<file path="config.mk">
export PLATFORM = sky130hd
export DESIGN_NAME = decode_stage
export DESIGN_NICKNAME = d
export VERILOG_FILES = /design/src/rtl/decode_pkg.sv /design/src/rtl/riscv_defines.sv /design/src/rtl/imm_gen.sv /design/src/rtl/decode_stage.sv
export SDC_FILE = /design/constraint.sdc
export NUM_CORES = 1
export LEC_CHECK = 0
export BUFFER_PORTS_ARGS = -buffer_cell sky130_fd_sc_hd__buf_2
export CORE_MARGIN = 2
export CORE_UTILIZATION = 50
export DETAILED_ROUTE_END_ITERATION = 16
export PLACE_DENSITY = 0.81
export SYNTH_ARGS = -nofsm -noshare
export SYNTH_HDL_FRONTEND = slang
export SYNTH_HIERARCHICAL = 1
export SYNTH_SLANG_ARGS = --single-unit
</file>
<file path="constraint.sdc">
create_clock -name clk -period 2.9 [get_ports clk]
set_input_delay 0.29 -clock clk [delete_from_list [all_inputs] [get_ports clk]]
set_output_delay 0.29 -clock clk [all_outputs]
set_load 0.02 [all_outputs]
</file>
<file path="src/rtl/decode_pkg.sv">
// Decode-stage types: immediate selector, ALU operation and funct7 constants.
package decode_pkg;
    typedef enum logic [2:0] {
        IMM_NONE, IMM_I, IMM_IZ, IMM_S, IMM_SB, IMM_U, IMM_UJ
    } imm_sel_e;

    typedef enum logic [4:0] {
        ALU_ADD, ALU_SUB, ALU_SLL, ALU_SLT, ALU_SLTU, ALU_XOR, ALU_SRL, ALU_SRA,
        ALU_OR, ALU_AND, ALU_PASS_B,
        ALU_MUL, ALU_MULH, ALU_MULHSU, ALU_MULHU, ALU_DIV, ALU_DIVU, ALU_REM, ALU_REMU
    } alu_op_e;

    localparam logic [6:0] FUNCT7_BASE   = 7'h00;
    localparam logic [6:0] FUNCT7_ALT    = 7'h20;
    localparam logic [6:0] FUNCT7_MULDIV = 7'h01;

    // alt selects SUB/SRA in place of ADD/SRL
    function automatic alu_op_e base_alu_op(input logic [2:0] funct3, input logic alt);
        alu_op_e op;
        case (funct3)
            3'b000:  op = alt ? ALU_SUB : ALU_ADD;
            3'b001:  op = ALU_SLL;
            3'b010:  op = ALU_SLT;
            3'b011:  op = ALU_SLTU;
            3'b100:  op = ALU_XOR;
            3'b101:  op = alt ? ALU_SRA : ALU_SRL;
            3'b110:  op = ALU_OR;
            default: op = ALU_AND;
        endcase
        return op;
    endfunction

    function automatic alu_op_e muldiv_alu_op(input logic [2:0] funct3);
        alu_op_e op;
        case (funct3)
            3'b000:  op = ALU_MUL;
            3'b001:  op = ALU_MULH;
            3'b010:  op = ALU_MULHSU;
            3'b011:  op = ALU_MULHU;
            3'b100:  op = ALU_DIV;
            3'b101:  op = ALU_DIVU;
            3'b110:  op = ALU_REM;
            default: op = ALU_REMU;
        endcase
        return op;
    endfunction
endpackage

</file>
<file path="src/rtl/riscv_defines.sv">
// RV32 base opcode values (instr[6:0]) shared by the decode logic.
package riscv_defines;
    localparam logic [6:0] OPCODE_LOAD     = 7'h03;
    localparam logic [6:0] OPCODE_LOAD_FP  = 7'h07;
    localparam logic [6:0] OPCODE_MISC_MEM = 7'h0F;
    localparam logic [6:0] OPCODE_OPIMM    = 7'h13;
    localparam logic [6:0] OPCODE_AUIPC    = 7'h17;
    localparam logic [6:0] OPCODE_STORE    = 7'h23;
    localparam logic [6:0] OPCODE_STORE_FP = 7'h27;
    localparam logic [6:0] OPCODE_OP       = 7'h33;
    localparam logic [6:0] OPCODE_LUI      = 7'h37;
    localparam logic [6:0] OPCODE_FMADD    = 7'h43;
    localparam logic [6:0] OPCODE_FMSUB    = 7'h47;
    localparam logic [6:0] OPCODE_FNMSUB   = 7'h4B;
    localparam logic [6:0] OPCODE_FNMADD   = 7'h4F;
    localparam logic [6:0] OPCODE_OP_FP    = 7'h53;
    localparam logic [6:0] OPCODE_BRANCH   = 7'h63;
    localparam logic [6:0] OPCODE_JALR     = 7'h67;
    localparam logic [6:0] OPCODE_JAL      = 7'h6F;
    localparam logic [6:0] OPCODE_SYSTEM   = 7'h73;
endpackage

</file>
<file path="src/rtl/imm_gen.sv">
// Combinational RV32 immediate extraction; IZ is the zero-extended CSR uimm (rs1 field).
module imm_gen
    import decode_pkg::*;
(
    input  logic [31:7] instr,
    input  imm_sel_e    imm_sel,
    output logic [31:0] imm
);
    always_comb begin
        case (imm_sel)
            IMM_I:   imm = {{20{instr[31]}}, instr[31:20]};
            IMM_IZ:  imm = {27'b0, instr[19:15]};
            IMM_S:   imm = {{20{instr[31]}}, instr[31:25], instr[11:7]};
            IMM_SB:  imm = {{20{instr[31]}}, instr[7], instr[30:25], instr[11:8], 1'b0};
            IMM_U:   imm = {instr[31:12], 12'b0};
            IMM_UJ:  imm = {{12{instr[31]}}, instr[19:12], instr[20], instr[30:21], 1'b0};
            default: imm = '0;
        endcase
    end
endmodule

</file>
<file path="src/rtl/decode_stage.sv">
// Registered RV32 decode stage with valid/ready handshake, flush and illegal detection.
module decode_stage
    import decode_pkg::*;
    import riscv_defines::*;
#(
    parameter int GP_REG_COUNT = 32,
    parameter bit ENABLE_M     = 1'b0,
    parameter bit ENABLE_FP    = 1'b0,
    localparam int AW = $clog2(GP_REG_COUNT)
) (
    input  logic          clk,
    input  logic          rst,
    input  logic [31:0]   instr_i,
    input  logic [31:0]   instr_addr_i,
    input  logic          instr_valid_i,
    output logic          instr_ready_o,
    input  logic          flush_i,
    output logic [AW-1:0] rf_rs1_addr_o,
    output logic [AW-1:0] rf_rs2_addr_o,
    output logic          id_valid_o,
    input  logic          id_ready_i,
    output logic [31:0]   id_pc_o,
    output logic [AW-1:0] id_rd_addr_o,
    output logic          id_rf_we_o,
    output logic [31:0]   id_imm_o,
    output alu_op_e       id_alu_op_o,
    output logic          id_alu_src_imm_o,
    output logic          id_alu_src_pc_o,
    output logic          id_mem_req_o,
    output logic          id_mem_we_o,
    output logic [2:0]    id_mem_size_o,
    output logic          id_branch_o,
    output logic          id_jal_o,
    output logic          id_jalr_o,
    output logic          id_illegal_o
);
    logic [6:0] opcode, funct7;
    logic [2:0] funct3;
    logic [4:0] rd, rs1, rs2;

    assign opcode = instr_i[6:0];
    assign rd     = instr_i[11:7];
    assign funct3 = instr_i[14:12];
    assign rs1    = instr_i[19:15];
    assign rs2    = instr_i[24:20];
    assign funct7 = instr_i[31:25];

    assign rf_rs1_addr_o = rs1[AW-1:0];
    assign rf_rs2_addr_o = rs2[AW-1:0];

    imm_sel_e    imm_sel;
    alu_op_e     alu_op;
    logic [31:0] imm_raw;
    logic        use_rd, use_rs1, use_rs2, known, bad;
    logic        rf_we, src_imm, src_pc, mem_req, mem_we, branch, jal, jalr;
    logic        reg_oob, illegal, load_en;

    imm_gen u_imm_gen (
        .instr   (instr_i[31:7]),
        .imm_sel (imm_sel),
        .imm     (imm_raw)
    );

    always_comb begin
        imm_sel = IMM_NONE;
        alu_op  = ALU_ADD;
        use_rd  = 1'b0;
        use_rs1 = 1'b0;
        use_rs2 = 1'b0;
        known   = 1'b1;
        bad     = 1'b0;
        rf_we   = 1'b0;
        src_imm = 1'b0;
        src_pc  = 1'b0;
        mem_req = 1'b0;
        mem_we  = 1'b0;
        branch  = 1'b0;
        jal     = 1'b0;
        jalr    = 1'b0;
        case (opcode)
            OPCODE_LUI: begin
                imm_sel = IMM_U; alu_op = ALU_PASS_B; src_imm = 1'b1; rf_we = 1'b1; use_rd = 1'b1;
            end
            OPCODE_AUIPC: begin
                imm_sel = IMM_U; src_pc = 1'b1; src_imm = 1'b1; rf_we = 1'b1; use_rd = 1'b1;
            end
            OPCODE_JAL: begin
                imm_sel = IMM_UJ; jal = 1'b1; src_pc = 1'b1; rf_we = 1'b1; use_rd = 1'b1;
            end
            OPCODE_JALR: begin
                imm_sel = IMM_I; jalr = 1'b1; src_pc = 1'b1; rf_we = 1'b1;
                use_rd = 1'b1; use_rs1 = 1'b1;
            end
            OPCODE_BRANCH: begin
                imm_sel = IMM_SB; branch = 1'b1; use_rs1 = 1'b1; use_rs2 = 1'b1;
                alu_op = funct3[2] ? (funct3[1] ? ALU_SLTU : ALU_SLT) : ALU_SUB;
            end
            OPCODE_LOAD: begin
                imm_sel = IMM_I; mem_req = 1'b1; src_imm = 1'b1; rf_we = 1'b1;
                use_rd = 1'b1; use_rs1 = 1'b1;
            end
            OPCODE_STORE: begin
                imm_sel = IMM_S; mem_req = 1'b1; mem_we = 1'b1; src_imm = 1'b1;
                use_rs1 = 1'b1; use_rs2 = 1'b1;
            end
            OPCODE_OPIMM: begin
                imm_sel = IMM_I; src_imm = 1'b1; rf_we = 1'b1; use_rd = 1'b1; use_rs1 = 1'b1;
                alu_op = base_alu_op(funct3, funct3 == 3'b101 && funct7 == FUNCT7_ALT);
                // immediate shifts reuse funct7 as a sub-opcode
                if (funct3 == 3'b001)
                    bad = funct7 != FUNCT7_BASE;
                else if (funct3 == 3'b101)
                    bad = funct7 != FUNCT7_BASE && funct7 != FUNCT7_ALT;
            end
            OPCODE_OP: begin
                rf_we = 1'b1; use_rd = 1'b1; use_rs1 = 1'b1; use_rs2 = 1'b1;
                if (funct7 == FUNCT7_MULDIV) begin
                    alu_op = muldiv_alu_op(funct3);
                    bad    = !ENABLE_M;
                end else if (funct7 == FUNCT7_ALT) begin
                    alu_op = base_alu_op(funct3, 1'b1);
                    bad    = funct3 != 3'b000 && funct3 != 3'b101;
                end else if (funct7 == FUNCT7_BASE) begin
                    alu_op = base_alu_op(funct3, 1'b0);
                end else begin
                    bad = 1'b1;
                end
            end
            OPCODE_MISC_MEM: ;
            OPCODE_SYSTEM: begin
                if (funct3 != 3'b000) begin
                    rf_we   = 1'b1;
                    use_rd  = 1'b1;
                    use_rs1 = !funct3[2];
                    imm_sel = funct3[2] ? IMM_IZ : IMM_NONE;
                end
            end
            OPCODE_LOAD_FP: begin
                imm_sel = IMM_I; mem_req = 1'b1; src_imm = 1'b1; use_rs1 = 1'b1; bad = !ENABLE_FP;
            end
            OPCODE_STORE_FP: begin
                imm_sel = IMM_S; mem_req = 1'b1; mem_we = 1'b1; src_imm = 1'b1;
                use_rs1 = 1'b1; bad = !ENABLE_FP;
            end
            OPCODE_OP_FP, OPCODE_FMADD, OPCODE_FMSUB, OPCODE_FNMSUB, OPCODE_FNMADD: begin
                bad = !ENABLE_FP;
            end
            default: known = 1'b0;
        endcase
    end

    assign reg_oob = (use_rd  && {1'b0, rd}  >= 6'(GP_REG_COUNT)) ||
                     (use_rs1 && {1'b0, rs1} >= 6'(GP_REG_COUNT)) ||
                     (use_rs2 && {1'b0, rs2} >= 6'(GP_REG_COUNT));
    assign illegal = (instr_i[1:0] != 2'b11) || !known || bad || reg_oob;

    assign instr_ready_o = !id_valid_o || id_ready_i;
    assign load_en       = instr_valid_i && instr_ready_o && !flush_i;

    always_ff @(posedge clk or posedge rst) begin
        if (rst) begin
            id_valid_o       <= 1'b0;
            id_pc_o          <= '0;
            id_rd_addr_o     <= '0;
            id_rf_we_o       <= 1'b0;
            id_imm_o         <= '0;
            id_alu_op_o      <= ALU_ADD;
            id_alu_src_imm_o <= 1'b0;
            id_alu_src_pc_o  <= 1'b0;
            id_mem_req_o     <= 1'b0;
            id_mem_we_o      <= 1'b0;
            id_mem_size_o    <= '0;
            id_branch_o      <= 1'b0;
            id_jal_o         <= 1'b0;
            id_jalr_o        <= 1'b0;
            id_illegal_o     <= 1'b0;
        end else begin
            if (flush_i)
                id_valid_o <= 1'b0;
            else if (load_en)
                id_valid_o <= 1'b1;
            else if (id_ready_i)
                id_valid_o <= 1'b0;

            // an illegal word travels as a bubble carrying only its pc, rd and flag
            if (load_en) begin
                id_pc_o          <= instr_addr_i;
                id_rd_addr_o     <= rd[AW-1:0];
                id_rf_we_o       <= rf_we && !illegal && (rd != 5'd0);
                id_imm_o         <= illegal ? 32'd0 : imm_raw;
                id_alu_op_o      <= illegal ? ALU_ADD : alu_op;
                id_alu_src_imm_o <= src_imm && !illegal;
                id_alu_src_pc_o  <= src_pc && !illegal;
                id_mem_req_o     <= mem_req && !illegal;
                id_mem_we_o      <= mem_we && !illegal;
                id_mem_size_o    <= (mem_req && !illegal) ? funct3 : 3'b000;
                id_branch_o      <= branch && !illegal;
                id_jal_o         <= jal && !illegal;
                id_jalr_o        <= jalr && !illegal;
                id_illegal_o     <= illegal;
            end
        end
    end
endmodule

</file>
# After elaboration in Yosys (flattened, before gate mapping)
# Index checks and enable logic that the tools add are counted.
dict set report word_totals {
  regBits 87
  input_bits 69
  out_inout_bits 98
  wordCells 124
}
dict set report op_classes {
  n_eq_ne 35
  muxes 38
  reduce_logical 36
}
# operator n
set ops {}
lappend ops {{32-bit one-hot mux with 6 select lines} 1}
lappend ops {{4-bit one-hot mux with 7 select lines} 3}
lappend ops {{7-bit == test (second input constant)} 9}
lappend ops {{7-bit by 6-bit == test with 1-bit output (second input constant)} 5}
lappend ops {{5-bit one-hot mux with 7 select lines} 1}
lappend ops {{32-bit two-way mux} 1}
lappend ops {{7-bit OR reduction} 3}
lappend ops {{5-bit one-hot mux with 4 select lines} 1}
lappend ops {{1-bit two-way mux} 19}
lappend ops {{3-bit == test (second input constant)} 6}
lappend ops {{3-bit one-hot mux with 6 select lines} 1}
lappend ops {{18-bit OR reduction} 1}
lappend ops {{5-bit two-way mux} 3}
lappend ops {{7-bit by 5-bit == test with 1-bit output (second input constant)} 2}
lappend ops {{1-bit logical AND} 14}
lappend ops {{3-bit by 2-bit == test with 1-bit output (second input constant)} 4}
lappend ops {{3-bit two-way mux} 3}
lappend ops {{4-bit OR reduction} 2}
lappend ops {{7-bit by 1-bit == test with 1-bit output (second input constant)} 1}
lappend ops {{7-bit by 2-bit == test with 1-bit output (second input constant)} 1}
lappend ops {{7-bit by 3-bit == test with 1-bit output (second input constant)} 1}
lappend ops {{7-bit by 4-bit == test with 1-bit output (second input constant)} 1}
lappend ops {{7-bit zero test} 1}
lappend ops {{7-bit by 6-bit inequality test with 1-bit output (second input constant)} 1}
lappend ops {{other kinds (15)} 24}

# Depth between registers and ports, before layout
dict set report logic_depth {
  word_depth 9
  depth_mapped 12
  mapped_depth_nobuf 9
}

# By module
# The synthesis kept the hierarchy.
# module instances cells_per_inst area_per_inst_um2 seq_area_each_um2
set by_module_without_submodules {}
lappend by_module_without_submodules {decode_stage 1 312 3880.0 2177.1}
lappend by_module_without_submodules {imm_gen 1 105 721.9 0.0}

# Worst setup path after synthesis
# OpenSTA, ideal clock, no wires.
dict set report synth_timing {
  kind {in2reg}
  startpoint {input instr_i[4]}
  endpoint {register id_imm_o[1]}
  setup_ns 0.121
  arrival_ns 1.949
  required_ns 2.779
  setup_slack_ns 0.830
  path_stages 11
  path_cell_list {buf_4 and2b_2 nand3_1 nor2_1 nand2_1 o21ai_0 buf_6 mux2_2 nand2_1 o221ai_1 a22o_1}
}
# item line_no
set synth_lines {}
lappend synth_lines {{from (decl)} decode_stage.sv:13} ;# input logic [31:0] instr_i,
lappend synth_lines {{7-bit by 5-bit == test with 1-bit output (tied with other cells)} decode_stage.sv:80} ;# case (opcode)
lappend synth_lines {{4-bit OR reduction (no line) / 2-bit OR reduction (equally long branches)} --}
lappend synth_lines {{3-bit one-hot mux with 6 select lines (*)} decode_stage.sv:80}
lappend synth_lines {{named net imm_sel[1]} decode_stage.sv:51} ;# imm_sel_e imm_sel;
lappend synth_lines {{3-bit == test (tied with other cells)} imm_gen.sv:10} ;# case (imm_sel)
lappend synth_lines {{32-bit one-hot mux with 6 select lines (*)} imm_gen.sv:10}
lappend synth_lines {{named net imm_raw[1]} decode_stage.sv:53} ;# logic [31:0] imm_raw;
lappend synth_lines {{32-bit two-way mux (*)} decode_stage.sv:190} ;# id_imm_o <= illegal ? 32'd0 : imm_raw;
lappend synth_lines {{to (signal assigned)} decode_stage.sv:190}
lappend synth_lines {{to (decl)} decode_stage.sv:25} ;# output logic [31:0] id_imm_o,
# Mark *: on every way through the listed nets, which the timed path passes. The rest lies on a longest branch.
# A chain may end at the register's enable or synchronous reset.

# Worst setup path after layout
dict set report layout_timing {
  startpoint {input instr_i[4]}
  endpoint {register id_imm_o[19]}
}
# The elaborated chain is that of the path after synthesis.

==> results.toml <==
[sta]
timing.final.hold_violations = 0
timing.final.crit_period_ps = 2190
worst_clock_skew_ps = 7.04
post-route-period-util_pct = 75.5
setup_viol_count_final = 0
rsz_0062_raised_after_global_routing = "false"
worst_pin_slew_ps = 937
clock.fmax_mhz = 457
setup_total_negative_slack_ps = 0
worst_slew_margin_rel_pct = 37.5
finalWorstSetupSlack_ps = 712
final_max_slew_viol_count = 0

[power_and_ir_drop]
post-layout-total-power_mw = 2.96
areal_power_density_over_the_cells_mw_per_mm2 = 529
power.share.sequential_pct = 45.6
worst_ir_drop_on_vdd_mv = 0.267
power.switching_mw = 0.847
p_leak_nw = 2.75
comb_power_share_pct = 19.9
clkPwrFrac_pct = 34.5
power.switching_fraction_pct = 28.6
internal_power_mw = 2.11

[finish]
final_net_count = 628
fin_area_mm2 = 0.00560
final_cell_mix = "sky130_fd_sc_hd__buf_2, sky130_fd_sc_hd__dfrtp_1, sky130_fd_sc_hd__mux2_2, sky130_fd_sc_hd__a21oi_1, sky130_fd_sc_hd__a22o_1"
final_common_cell = "sky130_fd_sc_hd__buf_2"
antennaDiodeCount = 0
post_route_cells_drive_above_1_share_pct = 44.6
area_growth_pct = 21.7

[worst_setup_path]
cp-endpoint = "id_imm_o[19]$_DFFE_PP0P_"
endpoint_kind = "register"
end_of_the_worst_register_to_register_path = "id_alu_op_o[2]$_DFFE_PP0P_"
ff2ff_path_depth = 5
regToRegSetupSlack_ps = 910
timing.critical_path.fanout_max = 16
critical_path_arrival_ps = 2440
timing_worst_setup_path_type = "input port to register"
startpoint_of_the_worst_register_to_register_path = "id_valid_o$_DFFE_PP0P_"
required_ps = 3150
crit_path_start_kind = "input port"
worstSetupStartpoint = "instr_i[4]"

[clocking]
clock_insertion_delay_at_the_later_pin_of_the_skew_report_ps = 360
max-clock-path-buffers = 2
clockRootBuffer = "sky130_fd_sc_hd__clkbuf_8"
tritoncts = "done"
clk_pin_slew_worst_paths_ps = 90
cts_inserted_buffers = 9
clock-sinks = 87
h-tree-depth = 3
ctsResizeCount = 0

[synthesis]
yosys.cell_types.count = 65
dominantRegCellSynth = "sky130_fd_sc_hd__dfrtp_1"
ys_seq_area_share_pct = 47.3
synthCells = 417
postSynthRegisterBits = 87
async_set_or_reset_flop_fraction_in_the_synthesized_netlist_pct = 100
post_synth.cell_area_avg_um2 = 11.0
mappedNetlistNets = 486
synth_enable_flop_cells = 0
synth-warning-count = 6
synthesis.area_mm2 = 0.00460

[job]
max-cap-violations = 0

[routing]
total_via_count_in_the_routed_design = 3946
drt.antenna.violating_nets = 0
met2_wirelength_um = 5660
highest_layer = "met4"
initial_drt_markers = 262
post_route_met1_wirelength_um = 4820
drt_pre_antenna_iters = 5
detail_route.wirelength_um = 11700
detail_route.drc_violations = 0
avgRoutedWirePerCell_um = 17.4
routed_met3_length_um = 1110
detail_route.vias_per_cell = 5.85

[grt]
grt.total_usage_pct = 23.6
first_global_vias = 3715
gr-total-overflow = 0
largest_net_degree_at_the_start_of_global_routing = 79
grt_antenna_before_repair = 0
grt_first_pass_wirelength_um = 18700

[floorplan]
area_of_the_die_mm2 = 0.00999
die_y_um = 99.9
io_pins = 167
fp.dieW_um = 99.9
initial_utilization_pct = 50.8
fp-row-count = 35
design.core.area_mm2 = 0.00906

[placed_design]
place_area_mm2 = 0.00535
finalWeightedCongestion = 0.925
hpwlAfterDp_um = 8550
pre_cts_ws_ps = 386
place.port_buffers = 166

[worst_hold_path]
worst_hold_path_type = "input port to register"

[outcome]
outcome = "completed"
-- registers in the layout (all words and copies together) (netlist names) --
signal and flops:
id_imm_o 32, id_pc_o 32, id_alu_op_o 5, id_rd_addr_o 5
id_mem_size_o 3, id_alu_src_imm_o 1, id_alu_src_pc_o 1, id_branch_o 1
id_illegal_o 1, id_jal_o 1, id_jalr_o 1, id_mem_req_o 1
id_mem_we_o 1, id_rf_we_o 1, id_valid_o 1
-- routing by layer --
metal | track usage [%] | up-vias
met1 | 32.1 | 1893
li1 | - | 1811
met3 | 5.22 | 19
met4 | 7.90 | 0
met5 | 0 | -
met2 | 37.9 | 223
-- critical path: stages --
cell,delay (ps)
sky130_fd_sc_hd__buf_2,200
sky130_fd_sc_hd__nor2b_1,220
sky130_fd_sc_hd__a31oi_1,120
sky130_fd_sc_hd__o21ai_2,740
sky130_fd_sc_hd__nor2b_1,310
sky130_fd_sc_hd__a21oi_1,220
sky130_fd_sc_hd__o22ai_1,100
sky130_fd_sc_hd__a22o_1,210
-- Yosys cell counts (all sizes together) (4+ instances only) --
library cell | n | area [um2]
inv | 11 | 46.3
or3 | 4 | 35.0
nand2 | 27 | 106
a32o | 6 | 60.1
nand3 | 9 | 45.0
mux2 | 42 | 473
nor3 | 4 | 20.0
nor2b | 9 | 81.3
a22o | 35 | 307
o21ai | 23 | 119
and2 | 8 | 50.1
buf | 33 | 272
mux2i | 5 | 50.1
o221ai | 4 | 41.3
a21oi | 35 | 175
nor2 | 11 | 41.3
a31oi | 4 | 25.0
nand2b | 4 | 27.5
clkbuf | 11 | 41.3
dfrtp | 87 | 2180
o22ai | 8 | 50.1
-- through the flow --
stage | hold WS, ps | std cells | utilization, %
finish | 93.9 | 674 | 61.8
global route | 86.5 | 674 | 61.8
CTS | 82.7 | 674 | 61.8
detailed placement | 352 | 658 | 59.0
global placement | 332 | 658 | 59.0
floorplan | 353 | 417 | -
-- layout make-up --
| cell class | count | area [um2] |
|---|---|---|
| Fill cell | 751 | 3460 |
| Sequential cell | 87 | 2180 |
| Multi-Input combinational cell | 275 | 2070 |
| Timing Repair Buffer | 175 | 926 |
| Tap cell | 111 | 139 |
| Clock buffer | 9 | 124 |
| Clock inverter | 6 | 118 |
| Inverter | 11 | 47.5 |
-- timing repair --
item                      CTS  global route
hold buffers                1             0
hold endpoints to repair   30             0
buffers inserted            0             0
-- worst min-delay path by stage --
stage,start,end,cells after the start,slack [ps]
5_1_grt,flush_i,id_valid_o$_DFFE_PP0P_,2,90
3_5_place_dp,rst,id_pc_o[17]$_DFFE_PP0P_,2,350
6_report,flush_i,id_valid_o$_DFFE_PP0P_,2,90
2_1_floorplan,flush_i,id_valid_o$_DFFE_PP0P_,1,350
3_3_place_gp,rst,id_pc_o[16]$_DFFE_PP0P_,2,330
4_1_cts,flush_i,id_valid_o$_DFFE_PP0P_,2,80
-- power by group through the flow --
stage,registers [mW],clock network [mW],logic [mW]
6_report,1.35,1.02,0.588
2_1_floorplan,1.49,0,0.260
3_3_place_gp,1.37,0,0.573
3_5_place_dp,1.37,0,0.588
5_1_grt,1.36,1.10,0.634
4_1_cts,1.35,1.05,0.590
-- cell families (layout without fill, tap and decap cells) --
family / after synthesis / after routing / share of synthesized area [%]
simple gates: 91 / 91 / 12.5
buf+inv: 55 / 201 / 7.80
mux: 47 / 47 / 11.4
compound gates: 135 / 135 / 20.6
xor+xnor: 2 / 2 / 0.381
flops: 87 / 87 / 47.3
No activity file was read; power rests on OpenSTA's default activity.
